### config.mk
export PLATFORM = sky130hd
export DESIGN_NAME = uart_rx_controller
export DESIGN_NICKNAME = d
export VERILOG_FILES = /design/src/rtl/uart_rx_pkg.sv /design/src/rtl/sync_fifo.sv /design/src/rtl/uart_rx_controller.sv
export SDC_FILE = /design/constraint.sdc
export NUM_CORES = 1
export LEC_CHECK = 0
export CORE_UTILIZATION = 43
export CTS_CLUSTER_SIZE = 12
export DETAILED_ROUTE_END_ITERATION = 7
export SLEW_MARGIN = 15
export SYNTH_ARGS = -nofsm -noshare
export SYNTH_HDL_FRONTEND = slang
export SYNTH_SLANG_ARGS = --single-unit
### constraint.sdc
create_clock -name Clock -period 4.3 [get_ports Clock]
set_input_delay 1.075 -clock Clock [delete_from_list [all_inputs] [get_ports Clock]]
set_output_delay 1.075 -clock Clock [all_outputs]
set_load 0.05 [all_outputs]
### src/rtl/uart_rx_pkg.sv
// Shared definitions for the UART receive controller: register map, status layout, capture states.
package uart_rx_pkg;

    localparam logic        REG_STATUS   = 1'b0;
    localparam logic        REG_DATA     = 1'b1;

    localparam int unsigned ST_NE        = 0;
    localparam int unsigned ST_FULL      = 1;
    localparam int unsigned ST_OVF       = 2;
    localparam int unsigned ST_COUNT_LSB = 8;
    localparam int unsigned ST_COUNT_W   = 8;

    localparam logic [31:0] EMPTY_READ   = 32'h8000_0000;

    typedef enum logic [1:0] {
        S_IDLE  = 2'd0,
        S_ACK   = 2'd1,
        S_DRAIN = 2'd2
    } cap_state_t;

    // Packs the flags and occupancy into the STATUS word; unused bits read 0.
    function automatic logic [31:0] status_word(
        input logic                  ne,
        input logic                  full,
        input logic                  ovf,
        input logic [ST_COUNT_W-1:0] count
    );
        logic [31:0] w;
        w          = '0;
        w[ST_NE]   = ne;
        w[ST_FULL] = full;
        w[ST_OVF]  = ovf;
        w[ST_COUNT_LSB +: ST_COUNT_W] = count;
        return w;
    endfunction

endpackage

### src/rtl/sync_fifo.sv
// Single-clock FIFO; a pop frees a slot for a same-cycle push, and a pop on empty is ignored.
module sync_fifo #(
    parameter  int unsigned WIDTH = 8,
    parameter  int unsigned DEPTH = 16,
    localparam int unsigned AW    = $clog2(DEPTH)
) (
    input  logic             i_clk,
    input  logic             i_rst_n,
    input  logic             i_push,
    input  logic [WIDTH-1:0] i_din,
    input  logic             i_pop,
    output logic [WIDTH-1:0] o_dout_c,
    output logic             o_full,
    output logic             o_not_empty,
    output logic [AW:0]      o_count
);

    logic [WIDTH-1:0] r_mem [DEPTH];
    logic [AW-1:0]    r_wr_ptr;
    logic [AW-1:0]    r_rd_ptr;
    logic [AW:0]      r_count;
    logic             r_full;
    logic             r_not_empty;

    logic             w_do_pop;
    logic             w_do_push;
    logic [AW:0]      w_count_next;

    assign w_do_pop     = i_pop & r_not_empty;
    assign w_do_push    = i_push & (~r_full | w_do_pop);
    assign w_count_next = r_count + (AW+1)'(w_do_push) - (AW+1)'(w_do_pop);

    always_ff @(posedge i_clk) begin
        if (w_do_push) begin
            r_mem[r_wr_ptr] <= i_din;
        end
    end

    // Flags are registered from the next count so they track the count exactly.
    always_ff @(posedge i_clk or negedge i_rst_n) begin
        if (!i_rst_n) begin
            r_wr_ptr    <= '0;
            r_rd_ptr    <= '0;
            r_count     <= '0;
            r_full      <= 1'b0;
            r_not_empty <= 1'b0;
        end else begin
            if (w_do_push) begin
                r_wr_ptr <= r_wr_ptr + AW'(1);
            end
            if (w_do_pop) begin
                r_rd_ptr <= r_rd_ptr + AW'(1);
            end
            r_count     <= w_count_next;
            r_full      <= (w_count_next == (AW+1)'(DEPTH));
            r_not_empty <= (w_count_next != '0);
        end
    end

    assign o_dout_c    = r_mem[r_rd_ptr];
    assign o_full      = r_full;
    assign o_not_empty = r_not_empty;
    assign o_count     = r_count;

endmodule

### src/rtl/uart_rx_controller.sv
// Captures UART receiver bytes into a FIFO and exposes them to the CPU via a STATUS/DATA window.
module uart_rx_controller
    import uart_rx_pkg::*;
#(
    parameter int unsigned DEPTH = 16
) (
    input  logic        Clock,
    input  logic        Reset_n,
    input  logic        Rx_Ready,
    input  logic [7:0]  Rx_Data,
    output logic        Rx_Clear,
    input  logic        Sel,
    input  logic        Reg_Addr,
    input  logic        ReadEnable,
    input  logic        WriteEnable,
    input  logic [31:0] Data_In,
    output logic [31:0] Data_Out,
    output logic        Irq
);

    localparam int unsigned AW = $clog2(DEPTH);

    cap_state_t  r_state;
    logic        r_rx_clear;
    logic        r_ovf;
    logic [31:0] r_data_out;

    logic        w_push;
    logic        w_rd;
    logic        w_wr;
    logic        w_pop;
    logic        w_ovf_set;
    logic        w_ovf_clr;
    logic        w_full;
    logic        w_ne;
    logic [AW:0] w_count;
    logic [7:0]  w_fifo_dout;
    logic [31:0] w_status;
    logic        w_unused_data_in;

    assign w_push    = (r_state == S_IDLE) & Rx_Ready;
    assign w_rd      = Sel & ReadEnable;
    assign w_wr      = Sel & WriteEnable;
    assign w_pop     = w_rd & (Reg_Addr == REG_DATA) & w_ne;
    // A full FIFO always has data, so a same-cycle pop always frees the slot.
    assign w_ovf_set = w_push & w_full & ~w_pop;
    assign w_ovf_clr = w_wr & (Reg_Addr == REG_STATUS) & Data_In[ST_OVF];
    assign w_status  = status_word(w_ne, w_full, r_ovf, ST_COUNT_W'(w_count));

    assign w_unused_data_in = &{1'b0, Data_In[31:3], Data_In[1:0]};

    sync_fifo #(
        .WIDTH (8),
        .DEPTH (DEPTH)
    ) u_fifo (
        .i_clk       (Clock),
        .i_rst_n     (Reset_n),
        .i_push      (w_push),
        .i_din       (Rx_Data),
        .i_pop       (w_pop),
        .o_dout_c    (w_fifo_dout),
        .o_full      (w_full),
        .o_not_empty (w_ne),
        .o_count     (w_count)
    );

    // Capture FSM: one push and one rdy_clr pulse per byte, then wait for rdy to drop.
    always_ff @(posedge Clock or negedge Reset_n) begin
        if (!Reset_n) begin
            r_state    <= S_IDLE;
            r_rx_clear <= 1'b0;
        end else begin
            case (r_state)
                S_IDLE: begin
                    if (Rx_Ready) begin
                        r_state    <= S_ACK;
                        r_rx_clear <= 1'b1;
                    end
                end
                S_ACK: begin
                    r_state    <= S_DRAIN;
                    r_rx_clear <= 1'b0;
                end
                S_DRAIN: begin
                    if (!Rx_Ready) begin
                        r_state <= S_IDLE;
                    end
                end
                default: begin
                    r_state    <= S_IDLE;
                    r_rx_clear <= 1'b0;
                end
            endcase
        end
    end

    // Sticky overflow (set beats clear) and the registered read mux.
    always_ff @(posedge Clock or negedge Reset_n) begin
        if (!Reset_n) begin
            r_ovf      <= 1'b0;
            r_data_out <= '0;
        end else begin
            if (w_ovf_set) begin
                r_ovf <= 1'b1;
            end else if (w_ovf_clr) begin
                r_ovf <= 1'b0;
            end
            if (w_rd) begin
                if (Reg_Addr == REG_STATUS) begin
                    r_data_out <= w_status;
                end else if (w_ne) begin
                    r_data_out <= {24'h0, w_fifo_dout};
                end else begin
                    r_data_out <= EMPTY_READ;
                end
            end
        end
    end

    assign Rx_Clear = r_rx_clear;
    assign Data_Out = r_data_out;
    assign Irq      = w_ne;

endmodule
# Word-level counts from Yosys, hierarchy flattened
# Memory sizes are Yosys's and may differ from the RTL's.
# Index checks and enable logic that the tools add are counted.
# W data, S select, Z words.
# op_classes
muxes	11
n_addsub	4
n_bitwise	16
n_reduce_logical	5
n_eq_ne	5
# ops
op	count
$mux W32	2
$and A1 B1 Y1	11
$add A4 B1 Y4 const B	2
$pmux W2 S3	1
$add A5 B1 Y5	1
$eq A5 B5 Y1 const B	1
$mux W1	5
$reduce_bool A5 Y1	1
$sub A5 B1 Y5	1
$mux W2	2
$ne A2 B2 Y1 const B	2
$not A1 Y1	4
$reduce_and A2 Y1	2
$eq A2 B1 Y1 const B	1
$eq A2 B2 Y1 const B	1
$logic_not A2 Y1	1
$pmux W1 S2	1
$reduce_bool A2 Y1	1
$or A1 B1 Y1	1
# word_totals
mem_bits_rw	128
elab_cells	51
regBits	51
memories	1
output_inout_bits	34
# memory_table
name	words	width	rd	rd_ports_with_merged_regs	wr	line_no	source
u_fifo.r_mem	16	8	1	0	1	sync_fifo.sv:18	logic [WIDTH-1:0] r_mem [DEPTH];

# Logic depth before layout (Yosys ltp)
# logic_depth
depth_word	9
mapped_depth	11

# Hierarchy
# From an unflattened synthesis, not the netlist that was laid out.
# hier_totals
cells_unflattened	363
hier_area_um2	6652.6
# modules_own_cells
module	cells_per_inst	area_per_inst_um2	n_inst	seq_area_each_um2
sync_fifo	291	5784.3	1	4219.0
uart_rx_controller	72	868.3	1	450.4

# Worst setup path before layout
# Ideal clock, no wire load.
# synth_path
kind	input to register
startpoint	input ReadEnable
endpoint	register u_fifo.r_not_empty, in the netlist u_fifo.o_not_empty
path_slack_ps	922
arrival_ps	3247
n_path_buf	1
setup_ps	132
path_stages	10
t_required_ps	4168
path_cell_list	nand4_1 -> inv_1 -> buf_2 -> ha_1 -> inv_1 -> ha_1 -> fa_1 -> xor2_1 -> or3_1 -> or3b_1
# synth_between
elab_chain_len	9
# synth_rtl
item	line_no	source
from (decl)	uart_rx_controller.sv:14	input logic ReadEnable,
$and A1 B1 Y1 *	uart_rx_controller.sv:42	assign w_rd = Sel & ReadEnable;
$and A1 B1 Y1 * (2 in a row)	uart_rx_controller.sv:44	assign w_pop = w_rd & (Reg_Addr == REG_DATA) & w_ne;
$and A1 B1 Y1 *	sync_fifo.sv:29	assign w_do_pop = i_pop & r_not_empty;
named net u_fifo.w_do_pop	sync_fifo.sv:25	logic w_do_pop;
$or A1 B1 Y1	sync_fifo.sv:30	assign w_do_push = i_push & (~r_full | w_do_pop);
$and A1 B1 Y1	sync_fifo.sv:30	
$add A5 B1 Y5	sync_fifo.sv:31	assign w_count_next = r_count + (AW+1)'(w_do_push) - (AW+1)'(w_do_pop);
$sub A5 B1 Y5 *	sync_fifo.sv:31	
named net u_fifo.w_count_next[2]	sync_fifo.sv:27	logic [AW:0] w_count_next;
$reduce_bool A5 Y1 *	sync_fifo.sv:56	r_not_empty <= (w_count_next != '0);
to (signal assigned)	sync_fifo.sv:56	
to (decl)	sync_fifo.sv:23	logic r_not_empty;
# The timed path passes the listed nets; every way through them passes the cells marked *.
# A chain may end at the register's enable or synchronous reset.

# Worst setup path in the final report
# layout_path
startpoint	input Sel
endpoint	register u_fifo.r_not_empty, in the netlist u_fifo.o_not_empty
# layout_between
elab_chain_len	9
# layout_rtl
item	line_no	source
from (decl)	uart_rx_controller.sv:12	input logic Sel,
$and A1 B1 Y1 *	uart_rx_controller.sv:42	
$and A1 B1 Y1 * (2 in a row)	uart_rx_controller.sv:44	
$and A1 B1 Y1 *	sync_fifo.sv:29	
$or A1 B1 Y1	sync_fifo.sv:30	
$and A1 B1 Y1	sync_fifo.sv:30	
$add A5 B1 Y5	sync_fifo.sv:31	
$sub A5 B1 Y5 *	sync_fifo.sv:31	
$reduce_bool A5 Y1 *	sync_fifo.sv:56	
# Every way passes the cells marked *; elsewhere a longest branch is shown, timed or not.

==> metrics.md <==
| Metric | Value |
|---|---|
| Status | completed |
| H-tree Lvls | 4 |
| PwrDens | about 670 nW/um2 |
| Post-Route Skew | 0.0104 ns |
| Max clock buf depth | 2 |
| Post-synthesis sequential area ratio | between 60% and 70% |
| CP max FO | 4 |
| Dpl hpwl | 8040 um |
| Finished Cell Area | 7720 um2 |
| Vias in the first global route | ~3600 |
| Clock Pin Slew Worst Setup and Hold Paths | roughly 0.060 ns |
| Cells after synthesis | 405 |
| Non-Filler Instances | between 600 and 700 |
| Area of the multi-input gates | between 1500 and 2000 um2 |
| Dpl cells | 607 |
| Critical Path AT | roughly 3.6 ns |
| Net count, final | about 500 |
| Vias per cell | around 5.3 |
| Netlist cell types | between 40 and 50 |
| Crit end category | flop |
| Final ANT Viol Nets | 0 |
| Critical Path Start Type | input pin |
| Hold_buf cts | 0 |
| Die area | approximately 16000 um2 |
| Max Used Layer | met4 |
| TritonCTS clock tree | yes |
| Area of the mapped netlist | approximately 6700 um2 |
| Pre-Repair DR Iteration Count | 4 |
| Core box area | about 15000 um2 |
| First-pass GRT wire length | between 20000 and 25000 um |
| Worst slack at placement | between 0.5 and 0.6 ns |
| ANT cells | 0 |
| Post-CTS Setup Repair Bufs | 0 |
| Max_cap viols | 0 |
| Setup TNS | 0 ns |
| Synth Area per Inst | about 17 um2 |
| Relative slew slack | about a quarter |
| Die height | about 130 um |
| Setup violations, final | 0 |
| Worst Setup Path Type | in -> reg |
| All-Layer GR Usage | between 10% and 20% |
| Top Ports | around 80 |
| Asr flop ratio synth | approximately a fifth |
| Avg WL per Cell | between 15 and 20 um |
| Metal2 WL | around 6200 um |
| Largest net degree at the start of global routing | 34 |
| Register area | roughly 4700 um2 |
| Static Leak | 0.00281 uW |
| Worst-Margin Slew | ~1.1 ns |
| Metal3 WL | between 500 and 600 um |
| Dominant synthesized flop cell | edfxtp_1 |
| Total clock sinks | around 160 |
| CTS root buf | clkbuf_16 |
| Highest Clock Rate | 302 MHz |
| Post-synth EDFFs | 128 |
| Grt ovf | 0 |
| WL final | around 13000 um |
| CTS buffer count | 17 |
| Clk_lat worst skew | around 0.42 ns |
| Antenna violations before repair | 0 |
| Critical path required time | 4.60 ns |
| DRT met1 WL | 5750 um |
| Row count | 45 |
| Hold Path Class | reg -> reg |
| Initial DRC count | ~250 |
| Via Count | roughly 3400 |
| Placed cell area | about 7100 um2 |
| Post-route DRC | 0 |
| Area grow syn2layout | 15.3% |
| Starting Density | between 40 and 50% |
| Max Slew Vio Count | 0 |
| Yosys warning count | 0 |
| Final Cycle Share | 76.9% |
| Share of cells above drive strength 1 | a little over an eighth |
| Hold Violations, Final | 0 |
| Top-area cell type share of the netlist area | between 50% and 60% |
| RSZ-0062 raised after global routing | false |
| Fillers | between 1000 and 1500 |
| IO Port Bufs | 31 |
| Final worst slack | around 1 ns |
| Synth area leader | edfxtp_1 |
| Die W | ~130 um |
| Fin crit period | 3.31 ns |
| CTS resizes | 0 |
| Synth area leaders | edfxtp_1 (57%), dfrtp_1 (12%), mux4_2 (5.0%), mux2i_1 (4.8%), buf_4 (2.4%) |
| Final GP Congestion | approximately 0.75 |
| #FFs+latches synth | about 160 |
| Maximum VDD drop | roughly 310 uV |
-- metal layers --
metal	global-route usage, %	vias to the layer above
li1	-	1585
met1	23.0	1731
met2	28.0	85
met3	4.85	8
met4	5.67	0
met5	0	-
-- stage by stage --
step | total power, uW | util [%] | hold WS [ns]
after floorplan | 3220 | - | 0.441
after global placement | 3540 | 46.6 | 0.456
after detailed placement | 3580 | 46.6 | 0.469
after CTS | 5200 | 50.8 | 0.482
after global routing | 5400 | 50.8 | 0.486
final | 5150 | 50.8 | 0.474
-- sequential cells by signal, indices dropped and copies added (netlist names), 2 cells and up --
| register | flops |
|---|---|
| u_fifo.r_mem | 128 |
| Data_Out | 14 |
| u_fifo.o_count | 5 |
| u_fifo.r_rd_ptr | 4 |
| u_fifo.r_wr_ptr | 4 |
| r_state | 2 |
-- final cells by class --
| cell class | count | area share [%] |
|---|---|---|
| Sequential cell | 161 | 60.5 |
| Clock buffer | 20 | 6.04 |
| Timing Repair Buffer | 37 | 4.54 |
| Clock inverter | 12 | 2.27 |
| Inverter | 11 | 0.535 |
| Multi-Input combinational cell | 210 | 23.1 |
| Tap cell | 188 | 3.05 |
-- synth_stat cells (4+ instances only) --
| cell type | n |
|---|---|
| mux2i_1 | 32 |
| nand2_1 | 19 |
| nand4_1 | 5 |
| nand3_1 | 13 |
| o21ai_0 | 4 |
| edfxtp_1 | 128 |
| clkbuf_1 | 10 |
| dfrtp_1 | 33 |
| a21oi_1 | 4 |
| a22oi_1 | 18 |
| o31ai_1 | 4 |
| and4_1 | 4 |
| ha_1 | 10 |
| and2_1 | 13 |
| nand4b_1 | 7 |
| buf_4 | 21 |
| inv_1 | 11 |
| buf_2 | 5 |
| mux4_2 | 15 |
| buf_6 | 4 |
| xnor2_1 | 8 |
-- kinds of logic after synthesis --
| group | count (synthesis) | share of synthesized area [%] |
|---|---|---|
| xor+xnor | 10 | 1.31 |
| mux | 49 | 10.4 |
| simple gates | 83 | 7.48 |
| compound gates | 39 | 4.28 |
| fa+ha+maj | 11 | 2.17 |
| buf+inv | 51 | 4.58 |
| other cells | 1 | 0.0560 |
| flops | 161 | 69.7 |
-- power breakdown --
group | internal (uW) | switching (uW) | leakage, uW
sequential | 1900 | 264 | 0.00156
combinational | 603 | 763 | 0.000923
clock | 1020 | 596 | 0.000321
total | 3530 | 1620 | 0.00281
-- path summary, 6_finish.rpt --
kind / startpoint / to / slack (ns) / depth (start not counted)
min reg2reg: Data_Out[8] / Data_Out[8] / 0.47 / 2
max: Sel / u_fifo.o_not_empty / 0.99 / 11
min: Data_Out[8] / Data_Out[8] / 0.47 / 2
max reg2reg: r_state[1] / u_fifo.o_not_empty / 1.73 / 6
max in group asynchronous: Reset_n / u_fifo.r_rd_ptr[0] / 2.99 / 1
min in group asynchronous: Reset_n / u_fifo.o_count[1] / 0.74 / 1
-- layout by cell type, fill, tap and decap left out, types with 3 or more instances in the layout --
master and instances:
a21oi_1 4, nand4_1 5, edfxtp_1 128, conb_1 18
and4_1 4, nor3_1 3, clkbuf_8 3, xnor2_1 8
nand2_1 19, nand3_1 13, a21o_1 3, mux4_2 15
buf_4 6, inv_6 3, dfrtp_1 32, clkdlybuf4s50_1 30
mux2i_1 32, and2_1 13, clkbuf_16 17, inv_1 11
o21ai_0 4, o31ai_1 4, ha_1 10, bufinv_16 4
clkinv_2 4, nand2b_1 3, nand4b_1 7, a22oi_1 18
nor2_1 3
-- critical path, cell delays in order --
cell and delay [ns]:
clkdlybuf4s50_1 0.46, nand4_1 0.14, inv_1 0.08, ha_1 0.27, inv_1 0.04, ha_1 0.20
fa_1 0.41, a21o_1 0.18, a21oi_1 0.17, xnor2_1 0.19, or3b_1 0.38
Power figures use the tool's default switching activity.
==> RTL change, RTL diff (same flow settings) <==
`DEPTH` is set to 16 in 2 places; all go to 8.
--- a/src/rtl/sync_fifo.sv
+++ b/src/rtl/sync_fifo.sv
@@ -1,7 +1,7 @@
 // Single-clock FIFO; a pop frees a slot for a same-cycle push, and a pop on empty is ignored.
 module sync_fifo #(
     parameter  int unsigned WIDTH = 8,
-    parameter  int unsigned DEPTH = 16,
+    parameter  int unsigned DEPTH = 8,
     localparam int unsigned AW    = $clog2(DEPTH)
 ) (
     input  logic             i_clk,
--- a/src/rtl/uart_rx_controller.sv
+++ b/src/rtl/uart_rx_controller.sv
@@ -2,7 +2,7 @@
 module uart_rx_controller
     import uart_rx_pkg::*;
 #(
-    parameter int unsigned DEPTH = 16
+    parameter int unsigned DEPTH = 8
 ) (
     input  logic        Clock,
     input  logic        Reset_n,
Check against the original RTL: same outputs for any inputs over 10 cycles, from zero or initial values and one cycle with Reset_n low; that may be too few to reach the edited logic, so the function may still have changed.
==> RTL change against the unedited design <==
  * Sequential share of layout area decreased by 2.0 points
  * Design area decreased by 41%
  * Clock power decreased by 60%
  * Utilization increased by 0.87 points
  * Non-clock buffer count increased by 5
  * Critical path depth decreased by 1
  * Total power decreased by 43%
  * Area after synthesis decreased by 41%
  * First-iteration DRC count decreased by 56%
  * Routed wire length decreased by 46%
  * Sequential power decreased by 42%
  * Sequential cell count decreased by 68
  * Worst setup slack got worse by 0.14 ns
  * Critical endpoint unchanged
  * Largest power group unchanged
==> RTL change: results (changes against the unedited design) <==
cells_and_area:
  clk_share_pct: 4.891  # was 8.312%
  fin_area_um2: 4528  # was 7722 um^2
  drive_gt1_share_pct: 16.18  # was 13.30%
  largest_reg_flops: 64  # was 128
  final_cells: 417  # was 639
  final_nets: 358  # was 496
  buf_share_pct: 8.621  # was 4.537%
  seq_share_pct: 58.47  # was 60.48%
  buffers: 42  # was 37
  comb.multi_input.count: 148  # was 210
  num-clock-buffers: 10  # was 20
logic_synthesis:
  synth.distinct_cells: 37  # was 45
  syn_area_per_cell_um2: 14.97  # was 16.53 um^2
  synth_edf_count: 64  # was 128
  ys_async_sr_fraction_pct: 31.18  # was 20.50%
  synthTopCellsByArea: "edfxtp_1 49%, dfrtp_1 19%, mux2_2 4.0%, buf_4 3.8%, mux4_2 2.9%"  # was edfxtp_1 57%, dfrtp_1 12%, mux4_2 5.0%, mux2i_1 4.8%, buf_4 2.4%
  ys_seq_area_share_pct: 67.50  # was 69.74%
cts:
  cts_buffers: 9  # was 17
  root_buffer: "clkbuf_8"  # was clkbuf_16
  clockBufferDepth: 2  # unchanged
  insertion_delay_ns: 0.35  # was 0.42 ns
  cts.clk_slew.worst_paths_ns: 0.10  # was 0.06 ns
  htree_num_levels: 3  # was 4
worst_setup_path:
  reg2reg_depth: 9  # was 6
  cp.arrival_ns: 3.68  # was 3.61 ns
  slowest_delay_ns: 0.53  # was 0.46 ns
  cpLargestDelayFamily: "buffers and inverters"  # was adder cells
  crit_fanout: 5  # was 4
  r2r_start: "u_fifo.o_not_empty"  # was r_state[1]
  reg2reg_setup_slack_ns: 1.66  # was 1.73 ns
global_routing:
  grt_max_degree: 30  # was 34
  groute.usage.overall_pct: 15.48  # was 17.43%
  grt_pass1_vias: 2046  # was 3557
  grt_pass1_wl_mm: 10.98  # was 20.02 mm
place:
  place_ws_ns: 0.4968  # was 0.5436 ns
  numPortBuffers: 30  # was 31
  place_congestion: 0.6960  # was 0.7470
  postPlaceCellArea_um2: 4307  # was 7081 um^2
outcome:
  status: "completed"  # unchanged
route:
  met1_length_mm: 3.170  # was 5.751 mm
  routed_via_density: 4.978  # was 5.335
  met3WireLength_um: 209  # was 574 um
  wl_mm: 6.824  # was 12.66 mm
  dr_wl_met2_mm: 3.346  # was 6.236 mm
  first_iter_violations: 112  # was 253
sta:
  skew_ns: 0.01290  # was 0.01036 ns
  holdWs_ns: 0.4851  # was 0.4735 ns
  worst_pin_slew_ns: 0.6918  # was 1.133 ns
pwr:
  p_leak_uw: 0.001706  # was 0.002806 uW
  peakVddDrop_mv: 0.2221  # was 0.3117 mV
die:
  die_w_um: 97.51  # was 126.8 um
worst_hold_path:
  min_delay_worst_endpoint: "Data_Out[9]"  # was Data_Out[8]
  hp-start: "Data_Out[9]"  # was Data_Out[8]
-- RTL change: changes by cell type in the layout (fill, tap and decap cells not counted), sizes merged, moves of 5 or more --
cell | unedited run | this run
mux2i | 32 | 9
nand3 | 13 | 3
clkinv | 5 | 0
a22oi | 18 | 0
nor2 | 3 | 13
nand2 | 19 | 24
edfxtp | 128 | 64
buf | 7 | 12
mux4 | 16 | 5
mux2 | 1 | 15
clkbuf | 20 | 10
nand4b | 7 | 1
and2 | 13 | 0
o22ai | 0 | 5
-- RTL change: logic make-up (layout without fill, tap and decap cells) --
logic type | count (synthesis) | in the layout | synth area share, %
xor gates and xnor gates | 7 | 7 | 1.563
DFF | 93 | 93 | 67.50
AOI/OAI and AO/OA | 30 | 30 | 5.455
and+or+nand+nor | 56 | 56 | 7.209
muxes | 29 | 29 | 9.474
adders and majority gates | 7 | 7 | 2.424
other | 1 | 19 | 0.09560
buffers and inverters | 39 | 68 | 6.284
-- RTL change: worst max-delay path by stage --
stage | end | slack, ns | startpoint | cells after the start
finish | u_fifo.o_not_empty | 0.85 | Sel | 10
global route | u_fifo.o_not_empty | 0.70 | Sel | 10
CTS | u_fifo.o_not_empty | 0.85 | Sel | 10
detailed placement | u_fifo.o_not_empty | 0.50 | Sel | 10
global placement | u_fifo.o_not_empty | 0.48 | Sel | 10
floorplan | u_fifo.o_not_empty | 1.19 | Reg_Addr | 10
-- RTL change: worst min-delay path, cell delays in order (launching register included) --
cell	delay, ns
dfrtp_1	0.35
nand2_1	0.05
o31ai_1	0.05
-- RTL change: routing by layer --
layer	track usage, %	up-vias
met3	3.453	8
met4	6.335	0
li1	-	997
met2	24.91	50
met1	20.37	1021
met5	0	-
-- RTL change: report_power, final --
group,internal (uW),switching (uW)
clock,334,308
combinational,411,599
sequential,1130,124
